==> src/rtl/mdu_pkg.sv <==
// Shared definitions for the RV32M multiply/divide unit: width, funct3 codes,
// FSM states and the fixed results of the divide special cases.
package mdu_pkg;

   localparam int XLEN = 32;

   localparam logic [2:0] F3_MUL    = 3'd0;
   localparam logic [2:0] F3_MULH   = 3'd1;
   localparam logic [2:0] F3_MULHSU = 3'd2;
   localparam logic [2:0] F3_MULHU  = 3'd3;
   localparam logic [2:0] F3_DIV    = 3'd4;
   localparam logic [2:0] F3_DIVU   = 3'd5;
   localparam logic [2:0] F3_REM    = 3'd6;
   localparam logic [2:0] F3_REMU   = 3'd7;

   typedef enum logic [1:0] {
      S_IDLE = 2'd0,
      S_MUL  = 2'd1,
      S_DIV  = 2'd2,
      S_DONE = 2'd3
   } state_t;

   localparam logic [XLEN-1:0] DIV_ZERO_Q = {XLEN{1'b1}};
   localparam logic [XLEN-1:0] INT_MIN    = {1'b1, {(XLEN-1){1'b0}}};

   // Two's-complement negate when neg is set.
   function automatic logic [XLEN-1:0] cond_neg(input logic neg, input logic [XLEN-1:0] v);
      return neg ? ((~v) + {{(XLEN-1){1'b0}}, 1'b1}) : v;
   endfunction

endpackage

==> src/rtl/mdu_div_core.sv <==
// Restoring unsigned divider on operand magnitudes: one quotient bit per
// enabled step, dividend bits shift out of the quotient register as it fills.
module mdu_div_core
   import mdu_pkg::*;
(
   input  logic            i_clk,
   input  logic            i_reset,
   input  logic            i_load,
   input  logic            i_step,
   input  logic [XLEN-1:0] i_dividend,
   input  logic [XLEN-1:0] i_divisor,
   output logic [XLEN-1:0] o_quo,
   output logic [XLEN-1:0] o_rem
);

   logic [XLEN-1:0] r_rem;
   logic [XLEN-1:0] r_quo;
   logic [XLEN-1:0] r_dvs;
   logic [XLEN:0]   w_trial;
   logic            w_fits;

   // Shifted partial remainder is one bit wider than XLEN, so the trial keeps a borrow bit.
   assign w_trial = {r_rem, r_quo[XLEN-1]} - {1'b0, r_dvs};
   assign w_fits  = ~w_trial[XLEN];

   // Load operands or perform one restoring step.
   always_ff @(posedge i_clk) begin
      if (!i_reset) begin
         r_rem <= {XLEN{1'b0}};
         r_quo <= {XLEN{1'b0}};
         r_dvs <= {XLEN{1'b0}};
      end else if (i_load) begin
         r_rem <= {XLEN{1'b0}};
         r_quo <= i_dividend;
         r_dvs <= i_divisor;
      end else if (i_step) begin
         r_rem <= w_fits ? w_trial[XLEN-1:0] : {r_rem[XLEN-2:0], r_quo[XLEN-1]};
         r_quo <= {r_quo[XLEN-2:0], w_fits};
      end else begin
         r_rem <= r_rem;
      end
   end

   assign o_quo = r_quo;
   assign o_rem = r_rem;

endmodule

==> src/rtl/muldiv_unit.sv <==
// Iterative RV32M multiply/divide unit. Define MDU_FAST_MUL_EN to replace the
// shift-add multiplier with a single-cycle combinational multiply.
module muldiv_unit
   import mdu_pkg::*;
(
   input  logic            i_clk,
   input  logic            i_reset,
   input  logic            i_start,
   input  logic [2:0]      i_funct3,
   input  logic [4:0]      i_rd_in,
   input  logic [XLEN-1:0] i_op_a,
   input  logic [XLEN-1:0] i_op_b,
   output logic            o_busy,
   output logic            o_done,
   output logic            o_we,
   output logic [4:0]      o_rd_out,
   output logic [XLEN-1:0] o_result
);

   localparam int            CW       = $clog2(XLEN) + 1;
   localparam logic [CW-1:0] CNT_LAST = CW'(XLEN);

   state_t            r_state, w_state_nxt;
   logic [2:0]        r_f3;
   logic [4:0]        r_rd;
   logic              r_neg_q, r_neg_r, r_bypass;
   logic [CW-1:0]     r_cnt;
   logic [2*XLEN-1:0] r_acc;
   logic [XLEN-1:0]   r_mcand, r_result;

   logic              w_accept, w_is_div, w_a_signed, w_b_signed, w_sa, w_sb;
   logic              w_div_zero, w_div_ovf, w_bypass, w_last;
   logic [XLEN-1:0]   w_mag_a, w_mag_b, w_spec_res, w_bypass_res;
   logic [XLEN:0]     w_sum;
   logic [2*XLEN-1:0] w_acc_step, w_prod;
   logic [XLEN-1:0]   w_mul_res, w_div_res, w_quo, w_rem;

   assign w_accept   = (r_state == S_IDLE) && i_start;
   assign w_is_div   = i_funct3[2];
   assign w_a_signed = (i_funct3 == F3_MUL) || (i_funct3 == F3_MULH) || (i_funct3 == F3_MULHSU)
                       || (i_funct3 == F3_DIV) || (i_funct3 == F3_REM);
   assign w_b_signed = (i_funct3 == F3_MUL) || (i_funct3 == F3_MULH)
                       || (i_funct3 == F3_DIV) || (i_funct3 == F3_REM);
   assign w_sa       = w_a_signed && i_op_a[XLEN-1];
   assign w_sb       = w_b_signed && i_op_b[XLEN-1];
   assign w_mag_a    = cond_neg(w_sa, i_op_a);
   assign w_mag_b    = cond_neg(w_sb, i_op_b);
   assign w_div_zero = (i_op_b == {XLEN{1'b0}});
   assign w_div_ovf  = ((i_funct3 == F3_DIV) || (i_funct3 == F3_REM))
                       && (i_op_a == INT_MIN) && (i_op_b == DIV_ZERO_Q);

   // Divide special cases: funct3[1] separates REM/REMU from DIV/DIVU.
   always_comb begin
      w_spec_res = {XLEN{1'b0}};
      if (w_div_zero) begin
         w_spec_res = i_funct3[1] ? i_op_a : DIV_ZERO_Q;
      end else begin
         w_spec_res = i_funct3[1] ? {XLEN{1'b0}} : INT_MIN;
      end
   end

`ifdef MDU_FAST_MUL_EN
   logic signed [XLEN:0]     w_fa, w_fb;
   logic signed [2*XLEN-1:0] w_fprod;
   assign w_fa         = {w_a_signed && i_op_a[XLEN-1], i_op_a};
   assign w_fb         = {w_b_signed && i_op_b[XLEN-1], i_op_b};
   assign w_fprod      = w_fa * w_fb;
   assign w_bypass     = !w_is_div || w_div_zero || w_div_ovf;
   assign w_bypass_res = w_is_div ? w_spec_res
                       : ((i_funct3 == F3_MUL) ? w_fprod[XLEN-1:0] : w_fprod[2*XLEN-1:XLEN]);
`else
   assign w_bypass     = w_is_div && (w_div_zero || w_div_ovf);
   assign w_bypass_res = w_spec_res;
`endif

   assign w_last     = (r_cnt == CNT_LAST);
   assign w_sum      = {1'b0, r_acc[2*XLEN-1:XLEN]} + (r_acc[0] ? {1'b0, r_mcand} : {(XLEN+1){1'b0}});
   assign w_acc_step = {w_sum, r_acc[XLEN-1:1]};
   assign w_prod     = r_neg_q ? ((~r_acc) + {{(2*XLEN-1){1'b0}}, 1'b1}) : r_acc;
   assign w_mul_res  = (r_f3 == F3_MUL) ? w_prod[XLEN-1:0] : w_prod[2*XLEN-1:XLEN];
   assign w_div_res  = r_f3[1] ? cond_neg(r_neg_r, w_rem) : cond_neg(r_neg_q, w_quo);

   mdu_div_core u_div (
      .i_clk      (i_clk),
      .i_reset    (i_reset),
      .i_load     (w_accept),
      .i_step     ((r_state == S_DIV) && !r_bypass && !w_last),
      .i_dividend (w_mag_a),
      .i_divisor  (w_mag_b),
      .o_quo      (w_quo),
      .o_rem      (w_rem)
   );

   // FSM state register.
   always_ff @(posedge i_clk) begin
      if (!i_reset) begin
         r_state <= S_IDLE;
      end else begin
         r_state <= w_state_nxt;
      end
   end

   // FSM next state; bypassed ops pass one cycle through DIV so DONE lands on edge 1.
   always_comb begin
      w_state_nxt = r_state;
      case (r_state)
         S_IDLE: begin
            if (!i_start)      w_state_nxt = S_IDLE;
            else if (w_bypass) w_state_nxt = S_DIV;
            else if (w_is_div) w_state_nxt = S_DIV;
            else               w_state_nxt = S_MUL;
         end
         S_MUL:   w_state_nxt = w_last ? S_DONE : S_MUL;
         S_DIV:   w_state_nxt = (r_bypass || w_last) ? S_DONE : S_DIV;
         S_DONE:  w_state_nxt = S_IDLE;
         default: w_state_nxt = S_IDLE;
      endcase
   end

   // FSM outputs.
   always_comb begin
      o_busy = 1'b1;
      o_done = 1'b0;
      case (r_state)
         S_IDLE:  o_busy = 1'b0;
         S_DONE:  o_done = 1'b1;
         default: o_busy = 1'b1;
      endcase
   end

   // Operand capture, multiply iteration and result latch.
   always_ff @(posedge i_clk) begin
      if (!i_reset) begin
         r_f3     <= 3'd0;
         r_rd     <= 5'd0;
         r_neg_q  <= 1'b0;
         r_neg_r  <= 1'b0;
         r_bypass <= 1'b0;
         r_cnt    <= {CW{1'b0}};
         r_acc    <= {(2*XLEN){1'b0}};
         r_mcand  <= {XLEN{1'b0}};
         r_result <= {XLEN{1'b0}};
      end else if (w_accept) begin
         r_f3     <= i_funct3;
         r_rd     <= i_rd_in;
         r_neg_q  <= w_sa ^ w_sb;
         r_neg_r  <= w_sa;
         r_bypass <= w_bypass;
         r_cnt    <= {CW{1'b0}};
         r_mcand  <= w_mag_a;
         r_acc    <= {{XLEN{1'b0}}, (w_bypass ? w_bypass_res : w_mag_b)};
      end else if (r_state == S_MUL) begin
         if (w_last) begin
            r_result <= w_mul_res;
         end else begin
            r_acc <= w_acc_step;
            r_cnt <= r_cnt + {{(CW-1){1'b0}}, 1'b1};
         end
      end else if (r_state == S_DIV) begin
         if (r_bypass)    r_result <= r_acc[XLEN-1:0];
         else if (w_last) r_result <= w_div_res;
         else             r_cnt    <= r_cnt + {{(CW-1){1'b0}}, 1'b1};
      end else begin
         r_result <= r_result;
      end
   end

   assign o_we     = o_done;
   assign o_rd_out = r_rd;
   assign o_result = r_result;

endmodule

==> config.mk <==
export PLATFORM = sky130hd
export DESIGN_NAME = muldiv_unit
export DESIGN_NICKNAME = d
export VERILOG_FILES = /design/src/rtl/mdu_pkg.sv /design/src/rtl/mdu_div_core.sv /design/src/rtl/muldiv_unit.sv
export SDC_FILE = /design/constraint.sdc
export NUM_CORES = 1
export LEC_CHECK = 0
export CELL_PAD_IN_SITES_DETAIL_PLACEMENT = 1
export CELL_PAD_IN_SITES_GLOBAL_PLACEMENT = 2
export CORE_UTILIZATION = 36
export CTS_BUF_LIST = sky130_fd_sc_hd__clkbuf_8
export CTS_CLUSTER_SIZE = 30
export DETAILED_ROUTE_END_ITERATION = 7
export PLACE_DENSITY = 0.92
export SYNTH_ARGS = -nofsm -noshare
export SYNTH_HDL_FRONTEND = slang
export SYNTH_SLANG_ARGS = --single-unit
==> constraint.sdc <==
create_clock -name i_clk -period 4.7 [get_ports i_clk]
set_input_delay 0.94 -clock i_clk [delete_from_list [all_inputs] [get_ports i_clk]]
set_output_delay 0.94 -clock i_clk [all_outputs]
set_load 0.05 [all_outputs]
==> out/summary.md <==
The final worst clock skew is 0.0201 ns, and the routability congestion estimate is 0.971. The net count after synthesis is 2628, and the time the worst path needs with I/O delays and setup is 4.19 ns. At the pin with the least slew margin, the transition time is 1.07 ns.

The power per standard cell area was 321 mW/mm². After clock tree synthesis, the flow added hold-fix buffers numbering 0. The mean area per synthesized cell works out to 7.36 µm². The flow ran to the end, and the final reports show no timing, DRC or antenna violations. The worst slew margin relative to its limit is 28.7%, and the number of flip-flops and latches in the synthesized netlist is 243. The worst path uses 89.2% of the clock period. The logs give 115 for the top-level port count and 18800 for the number of global-route vias before repair. The tools report the nature of the critical path startpoint as a flip-flop. In the routed layout, each cell is associated on average with a via count of 6.00.

The clock-pin slew on the worst setup and hold paths was 0.06 ns. Traced cell by cell, the critical path runs through buf_4 -> and2_1 -> ha_1 -> fa_1 -> a21oi_1 -> o21ai_0 -> a211oi_1 -> o31a_1 -> o41ai_1 -> buf_4 -> a41oi_1 -> o21ai_0 -> a2111oi_0 -> nor4_1. The initial utilization of the core area, before any placement, comes to 36.4%.

In this run, synthesis inferred 0 flip-flops with an integrated enable. After detailed routing, the number of remaining DRC violations is 0. The peak per-stage delay on the critical path works out to 0.50 ns. For the fill cell total of the finished layout, the log shows 6308. The logs give 0 for the diode insertion count for antenna repair and 115 mm for the first-pass GRT wire length. The setup slack of the critical path after layout is 0.507 ns, and the number of antenna violations at the first check in global routing is 0. Across the run, the number of max-cap violations was 0. The run gives 0.316 ns as the worst slack at placement.

The clock reaches the later pin of the worst-skew pair after 0.65 ns. The distinct cell type count of the synthesized netlist came out at 76. The endpoint identified for the worst register-to-register timing path is r_acc[63].

The root buffer cell chosen for the clock tree is clkbuf_8. Setup repair after global routing left no endpoint under its margin. Counting flops with an async set or reset pin after synthesis yields a share of 0%.

The total negative slack is 0 ns. Primary flip-flop cell chosen by synthesis mapping: dfxtp_1. Sequential cells were found to cover 26.7% of the synthesized design area. The top cell types in the final layout, fill and taps aside, are 333 x nand2_1, 242 x dfxtp_1, 213 x o21ai_0.

The post-CTS setup buffer count was 0. The count of antenna-violating nets left after detailed routing is 0, and the half-perimeter wire length after detailed placement is 58.5 mm. The logs give 0 for the total count of hold-check failures in the final report and 0 for the final number of max-transition violations. The worst hold-check path type was flip-flop to flip-flop. The run gives 3 as the deepest clock path buffer count.

The final layout contains routed wiring with a total length of 76.4 mm. Data arrival time of the critical path: 4.70 ns. The logs give 1735 for the number of violations reported at the end of detailed-routing iteration 0 and 47 for the total clock buffers created by CTS.

Summing every instance area after synthesis gives 0.0182 mm². Leaving out fill and tap cells, the most frequent cell in the layout is nand2_1. The count of buffers from port buffering is 114, and the growth of design area from synthesis to finish is 14.7%. STA puts the critical path data required time at 5.20 ns. Share of post-route cells with drive strength above 1: 6.23%. The critical path start-end classification is flip-flop to flip-flop. The tools report the storage element area as 0.00487 mm². The analysis attributes to cell leakage a power of 8.13 nW. The total power consumption of the routed design came out at 6.71 mW. The endpoint type of the worst setup path is a flip-flop. The H-tree generated during clock tree synthesis spans 2 levels.

The number of cells on the worst hold path was 2; the maximum frequency from static timing analysis was 0.238 GHz. In this run the most critical hold path is launched from o_result[21]. For the global-route usage over all layers, the log shows 29.2%. The multi-input logic area was 0.0124 mm²; the share of the core filled with cells was 41.7%. Worst min-delay path endpoint: o_result[21]. For the maximum vdd ir drop, the log shows 0.196 mV. Summed over all layers, the global routing overflow is 0. The final route contains 19300 vias. The total number of yosys warnings is 0, and the critical-path maximum fanout is 15. The worst register-to-register path has a depth of 14.

TritonCTS built the clock tree. After detailed routing, the average wire length per cell comes to 23.7 µm. The logs give 0 for the number of gates resized after cts and 0 for the number of endpoints failing setup at the final stage. The floorplan has 82 rows.

For this run, the post-layout net count is 2673. The count of clock tree sinks was 243. The number of iterations in the first detailed-routing pass is 5. The core outline area is 0.0501 mm². After technology mapping, the gate count stands at 2474.

The slowest stage of the critical path is the dfxtp_1 cell. From bottom edge to top edge, the die measures 227 µm. The run gives 92 as the pin count of the biggest net entering global routing.

The reg-to-reg setup timing slack is 0.51 ns, and the floorplan die width is 227 µm. The floorplan step defined a die boundary enclosing 0.0515 mm². The tools report the reg-to-reg startpoint as r_acc[0].
==> worst max-delay path, delay by kind of cell, from the launching register on <==
family	cells	cell delay, ns
buf+inv	2	0.44
fa+ha+maj	2	0.60
simple gates	2	0.24
compound gates	8	2.24
flops	1	0.50
==> Yosys cell counts, types with 37 or more instances <==
cell | n | share of area, %
dfxtp_1 | 243 | 27
o31ai_1 | 52 | 2.1
clkbuf_1 | 147 | 3.0
xnor2_1 | 136 | 6.5
a31oi_1 | 50 | 1.7
and2_1 | 48 | 1.6
xor2_1 | 85 | 4.1
nand2_1 | 336 | 6.9
nand3_1 | 62 | 1.7
a21o_1 | 43 | 1.8
inv_1 | 80 | 1.6
o21ai_0 | 213 | 5.9
a21oi_1 | 173 | 4.8
ha_1 | 77 | 5.3
nor2_1 | 198 | 4.1
a211oi_1 | 37 | 1.5
==> layout make-up <==
class,instances,share of cell area (%)
sequential,243,23.3
multi-input combinational,1981,59.4
tap,672,4.03
clock buffer,61,4.02
clock inverter,20,0.473
timing repair buffer,165,7.34
inverter,81,1.46
==> routing by layer <==
layer | share of wire, % | wire length [µm] | vias up | global-route usage [%]
li1 | - | - | 9017 | -
met1 | 45 | 34700 | 9424 | 40.6
met2 | 43 | 32500 | 730 | 43.8
met3 | 7.1 | 5400 | 168 | 4.56
met4 | 4.9 | 3780 | 0 | 14.1
met5 | 0 | 0 | - | 0
==> worst max path at each step <==
stage               cells after the start         to  slack, ns  startpoint
floorplan                               9  r_acc[31]       1.23   i_op_a[8]
global placement                       10  r_acc[14]       0.38   i_op_b[3]
detailed placement                     10  r_acc[24]       0.32   i_op_b[3]
CTS                                    14  r_acc[63]       0.55    r_acc[0]
global route                           14  r_acc[63]       0.25    r_acc[0]
finish                                 14  r_acc[63]       0.51    r_acc[0]
==> power by group <==
group,total (mW),internal (mW),switching (mW)
Sequential,2.45,2.21,0.238
Combinational,2.08,0.760,1.32
Clock,2.18,1.16,1.03
Total,6.71,4.13,2.58
==> kinds of logic (layout without fill, tap and decap cells) <==
kind of cell	count (synthesis)	in the layout	share of synthesized area (%)
XOR/XNOR	221	221	10.6
AO/OA/AOI/OAI	766	766	27.2
adder cells (fa/ha/maj)	79	79	5.51
flip-flops	243	243	26.7
AND/OR/NAND/NOR	889	889	23.2
buffers and inverters	250	327	5.33
multiplexers	26	26	1.44
==> registers in the layout, summed over array words and instances, names as in the netlist <==
signal and cells:
o_rd_out 5, o_result 32, r_acc 64, r_bypass 1, r_cnt 6, r_f3 3
r_mcand 32, r_neg_q 1, r_neg_r 1, r_state 2, u_div.o_quo 32, u_div.o_rem 32
u_div.r_dvs 32
==> metrics by stage <==
step / cells / hold slack (ns) / area, µm²
2_1_floorplan: 2474 / 0.415 / 18200
3_3_place_gp: 3142 / 0.433 / 19900
3_5_place_dp: 3142 / 0.441 / 19900
4_1_cts: 3223 / 0.449 / 20900
5_1_grt: 3223 / 0.474 / 20900
6_report: 3223 / 0.441 / 20900
Power figures use the tool's default switching activity.
==> variant 1 (config.mk and constraints unchanged) <==
One comparison of `r_cnt` changes from == to >=.
--- a/src/rtl/muldiv_unit.sv
+++ b/src/rtl/muldiv_unit.sv
@@ -74,5 +74,5 @@
 `endif
 
-   assign w_last     = (r_cnt == CNT_LAST);
+   assign w_last     = (r_cnt >= CNT_LAST);
    assign w_sum      = {1'b0, r_acc[2*XLEN-1:XLEN]} + (r_acc[0] ? {1'b0, r_mcand} : {(XLEN+1){1'b0}});
    assign w_acc_step = {w_sum, r_acc[XLEN-1:1]};
Behaviour: no difference found for any inputs over 4 cycles, from zero or initial values and one cycle with i_reset low; that may be too few to reach the edited logic, so the function may still have changed.
==> variant 1 against the original RTL <==
Synthesized area is 1.4% lower. Clock skew is 11 ps higher. Setup slack improved by 10 ps. Final area is 0.66% lower. Wire length shrank 2.1%. Sequential cell count stayed put. Critical path type unchanged. Total power fell by 3.4%.
==> variant 1: results (changes against the original RTL) <==
### Outcome
• **status** complete, no violations, unchanged

### Cells and area
• **n_diodes** 0, unchanged
• **share of post-route cells with drive strength above 1** 6.45%, was 6.23%
• **number of flip-flops under the largest register name** 64, unchanged
• **number of nets at the end of the flow** 2648, was 2673
• **most flop-heavy register** r_acc, unchanged

### STA
• **setup clock skew after layout** 31.2 ps, was 20.1 ps
• **Tightest Pin Transition** 1180 ps, was 1070 ps

### Route
• **routed metal-1 wirelength** 32.9 mm, was 34.7 mm
• **total wire length** 74.8 mm, was 76.4 mm
• **met2 WL post-DR** 32.9 mm, was 32.5 mm
• **routed vias** 19.2k, was 19.3k
• **count of routing violations after the opening detailed-route iteration** 1630, was 1735
• **met3 wire length** 5.30 mm, was 5.40 mm

### Yosys
• **part of the Yosys area used for sequential elements** 27.1%, was 26.7%
• **cells taking the most area after synthesis** dfxtp_1, nand2_1, xnor2_1, unchanged
• **dominant register cell in the synthesized netlist** dfxtp_1, unchanged
• **total of warnings raised by yosys** 0, unchanged
• **Cell variety after synth** 79, was 76
• **synth cell count leaders** nand2_1, dfxtp_1, o21ai_0, unchanged

### Setup path
• **sort of element at the start of the critical path** register, unchanged
• **largest stage delay on the critical path** 560 ps, was 500 ps
• **Crit path arrival time** 4690 ps, was 4700 ps
• **Critical-path top delay cell** a2111oi_0, was dfxtp_1
• **Worst setup endpoint** r_acc[63], unchanged
• **largest fanout on the critical path** 25, was 15
• **Reg-to-Reg Start** r_acc[0], unchanged
• **setup slack of the worst register-to-register path** 520 ps

### Global routing
• **number of antenna violations at the first check in global routing** 1, was 0
• **aggregate global-route resource usage** 29.0%, was 29.2%
• **wire length of the first global-routing pass** 113 mm, was 115 mm
• **pin count of the biggest net entering global routing** 80, was 92

### Clocking
• **maximum buffer depth of the clock tree** 3, unchanged
• **buffers inserted by post-CTS timing repair** 0, unchanged
• **clock transition at the registers of the reported paths** 60 ps, about the same
• **worst-skew pair later-pin latency** 650 ps, about the same
• **TritonCTS Buffers** 47, unchanged

### Worst hold path
• **Min-Delay Path Class** reg2reg, unchanged

### Pwr
• **Max IR drop VDD** 0.225 mV, was 0.196 mV
• **standby leakage power** 8.11 nW, was 8.13 nW

### Place
• **worst slack after detailed placement** 220 ps, was 316 ps
• **RePlAce Congestion** 0.949, was 0.971
• **final HPWL from detailed placement** 57.7 mm, was 58.5 mm

variant 1: cell count changes in the layout (fill, tap and decap cells not counted), moves of 12 or more:
cell,delta
nand3_1,-20
a21oi_1,+30
o21ai_1,+22
mux2i_1,+12
nand4_1,-13
inv_1,-22
variant 1: through the flow:
stage               area (µm²)  total power [mW]  instances  util [%]
floorplan                17900              3.50       2440         -
global placement         19700              4.08       3109      40.2
detailed placement       19700              4.13       3109      40.2
CTS                      20700              6.49       3193      42.3
global route             20700              6.76       3193      42.3
finish                   20700              6.48       3193      42.3
variant 1: final cells by class:
class                      count  area (µm²)
inverter                      65         244
fill                        6161       28300
multi-input combinational   1977       12300
clock buffer                  63         867
sequential                   243        4870
clock inverter                21         160
timing repair buffer         160        1520
tap                          664         831
variant 1: cells by family after synthesis:
kind of cell	after synthesis	synth area share (%)
muxes	36	2.01
AOI/OAI and AO/OA	791	27.7
and+or+nand+nor	853	22.2
DFF	243	27.1
adders and majority gates	79	5.59
xor gates and xnor gates	218	10.6
buffers and inverters	220	4.75
variant 1: worst min path at each step:
stage | startpoint | cells after the start | slack [ps] | to
after floorplan | r_mcand[31] | 2 | 420 | r_mcand[31]
after detailed placement | o_result[24] | 2 | 450 | o_result[24]
final | o_result[2] | 2 | 450 | o_result[2]
after CTS | o_result[14] | 2 | 460 | o_result[14]
after global placement | o_result[14] | 2 | 430 | o_result[14]
after global routing | o_result[23] | 1 | 470 | o_result[23]
variant 1: per-layer routing:
layer  global-route usage, %  up-vias
met5                       0        -
met4                    14.1        0
met3                    5.29      186
met2                    45.2      696
met1                    38.5     9381
li1                        -     8896
variant 1: power breakdown:
part / total [mW] / internal (mW) / leakage (nW) / switching, mW
combinational: 1.73 / 0.632 / 5.55 / 1.10
sequential: 2.41 / 2.19 / 1.99 / 0.211
clock: 2.35 / 1.31 / 0.569 / 1.03
total: 6.48 / 4.14 / 8.11 / 2.34
variant 1: tightest hold or removal path: stages, from the launching register on:
cell and delay [ps]:
dfxtp_1 310, nand2_1 50, nand2_1 40
==> variant 2 (same flow settings) <==
Without the edit above. Set the package constant `XLEN` to 16 (it was 32).
--- a/src/rtl/mdu_pkg.sv
+++ b/src/rtl/mdu_pkg.sv
@@ -3,5 +3,5 @@
 package mdu_pkg;
 
-   localparam int XLEN = 32;
+   localparam int XLEN = 16;
 
    localparam logic [2:0] F3_MUL    = 3'd0;
Ports: changed (resized i_op_a, i_op_b and o_result); port bits go from 115 to 67. The function was not compared with the original's and may differ.
==> variant 2 against the original RTL <==
Final area is 48% lower. Synthesized cell count down 48%. Via count is 50% lower. Wire length fell by 56%. Sequential cell count shrank 113. Total power decreased by 49%. Synthesized area decreased by 48%. Setup slack better by 790 ps. Hold slack better by 16 ps. Critical path type is now in2reg. Largest power group unchanged.
==> variant 2: results (changes against the original RTL) <==
### Yosys
• **mux cell area share after synthesis** 1.81%, was 1.44%
• **post-synth net total** 1370, was 2628
• **Synth Area in Compound Gates** 25.6%, was 27.2%
• **share of synthesized cell area in full adder, half adder and majority cells** 6.35%, was 5.51%
• **xor and xnor fraction of the mapped netlist area** 9.14%, was 10.6%
• **cells taking the most area after synthesis** dfxtp_1, nand2_1, ha_1, was dfxtp_1, nand2_1, xnor2_1
• **synth cell count leaders** nand2_1, dfxtp_1, nor2_1, was nand2_1, dfxtp_1, o21ai_0
• **part of the Yosys area used for sequential elements** 27.4%, was 26.7%

### Pwr
• **NetSw** 1.35 mW, was 2.58 mW
• **Max IR drop VDD** 0.201 mV, was 0.196 mV

### Setup path
• **largest fanout on the critical path** 11, was 15
• **capture point of the worst reg-to-reg path** r_acc[29], was r_acc[63]
• **largest stage delay on the critical path** 550 ps, was 500 ps
• **Critical-path top delay cell** nor2_1, was dfxtp_1
• **Worst setup endpoint** r_acc[12], was r_acc[63]
• **startpoint of the worst setup timing path** i_op_b[0], was r_acc[0]
• **setup slack of the worst register-to-register path** 1340 ps, was 510 ps

### Place
• **count of input and output buffers** 66, was 114
• **RePlAce Congestion** 0.944, was 0.971

### Cells and area
• **number of filler instances in the final layout** 3254, was 6308
• **share of post-route cells with drive strength above 1** 5.84%, was 6.23%
• **number of flip-flops under the largest register name** 32, was 64

### Clocking
• **clock transition at the registers of the reported paths** 90 ps, was 60 ps
• **maximum buffer depth of the clock tree** 2, was 3
• **worst-skew pair later-pin latency** 460 ps, was 650 ps

### Route
• **count of routing violations after the opening detailed-route iteration** 632, was 1735
• **total wire length** 33.7 mm, was 76.4 mm
• **per-cell via count in the routed design** 5.88, was 6.00

### Global routing
• **pin count of the biggest net entering global routing** 80, was 92
• **wire length of the first global-routing pass** 52.3 mm, was 115 mm
• **met2 Use GR** 40.4%, was 43.8%

### STA
• **relative slew slack** 14.3%, was 28.7%
• **setup clock skew after layout** 14.6 ps, was 20.1 ps

### Outcome
• **status** complete, no violations, unchanged

-- variant 2: worst min-delay path by stage --
stage / startpoint / end / slack, ps / cells after the start
2_1_floorplan: r_mcand[10] / r_mcand[10] / 430 / 2
3_5_place_dp: o_result[4] / o_result[4] / 440 / 1
4_1_cts: r_mcand[0] / r_mcand[0] / 460 / 2
5_1_grt: r_mcand[0] / r_mcand[0] / 480 / 2
3_3_place_gp: o_result[2] / o_result[2] / 440 / 2
6_report: o_result[4] / o_result[4] / 460 / 1
-- variant 2: power groups by stage --
stage	Clock [mW]	Combinational, mW	Sequential (mW)
3_5_place_dp	0	1.09	1.34
2_1_floorplan	0	0.786	1.29
5_1_grt	1.09	1.20	1.33
4_1_cts	1.04	1.10	1.31
3_3_place_gp	0	1.07	1.33
6_report	1.02	1.10	1.31
-- variant 2: cell families after synthesis --
family          after synthesis
xor+xnor                     99
flops                       130
fa+ha+maj                    47
compound gates              381
mux                          17
buf+inv                     124
simple gates                482
-- variant 2: area by class of cell --
class / instances / area, µm² / area share, %
clock inverters: 15 / 173 / 1.60
inverters: 48 / 180 / 1.67
clock buffers: 17 / 234 / 2.17
flip-flops and latches: 130 / 2600 / 24.1
well taps: 335 / 419 / 3.89
multi-input cells: 1026 / 6390 / 59.3
repair buffers: 82 / 781 / 7.24
-- variant 2: metrics by stage --
stage                     power, mW  setup slack (ps)  std cells  area [µm²]
after floorplan                2.07              1870       1280        9490
after detailed placement       2.42               867       1621       10400
after CTS                      3.44              1340       1653       10800
after global placement         2.40               921       1621       10400
final                          3.44              1300       1653       10800
after global routing           3.62               933       1653       10800
-- variant 2: per-layer routing --
metal,routed length (µm),up-vias
li1,-,4642
met1,15500,4689
met2,15400,331
met3,1860,51
met4,931,0
met5,0,-
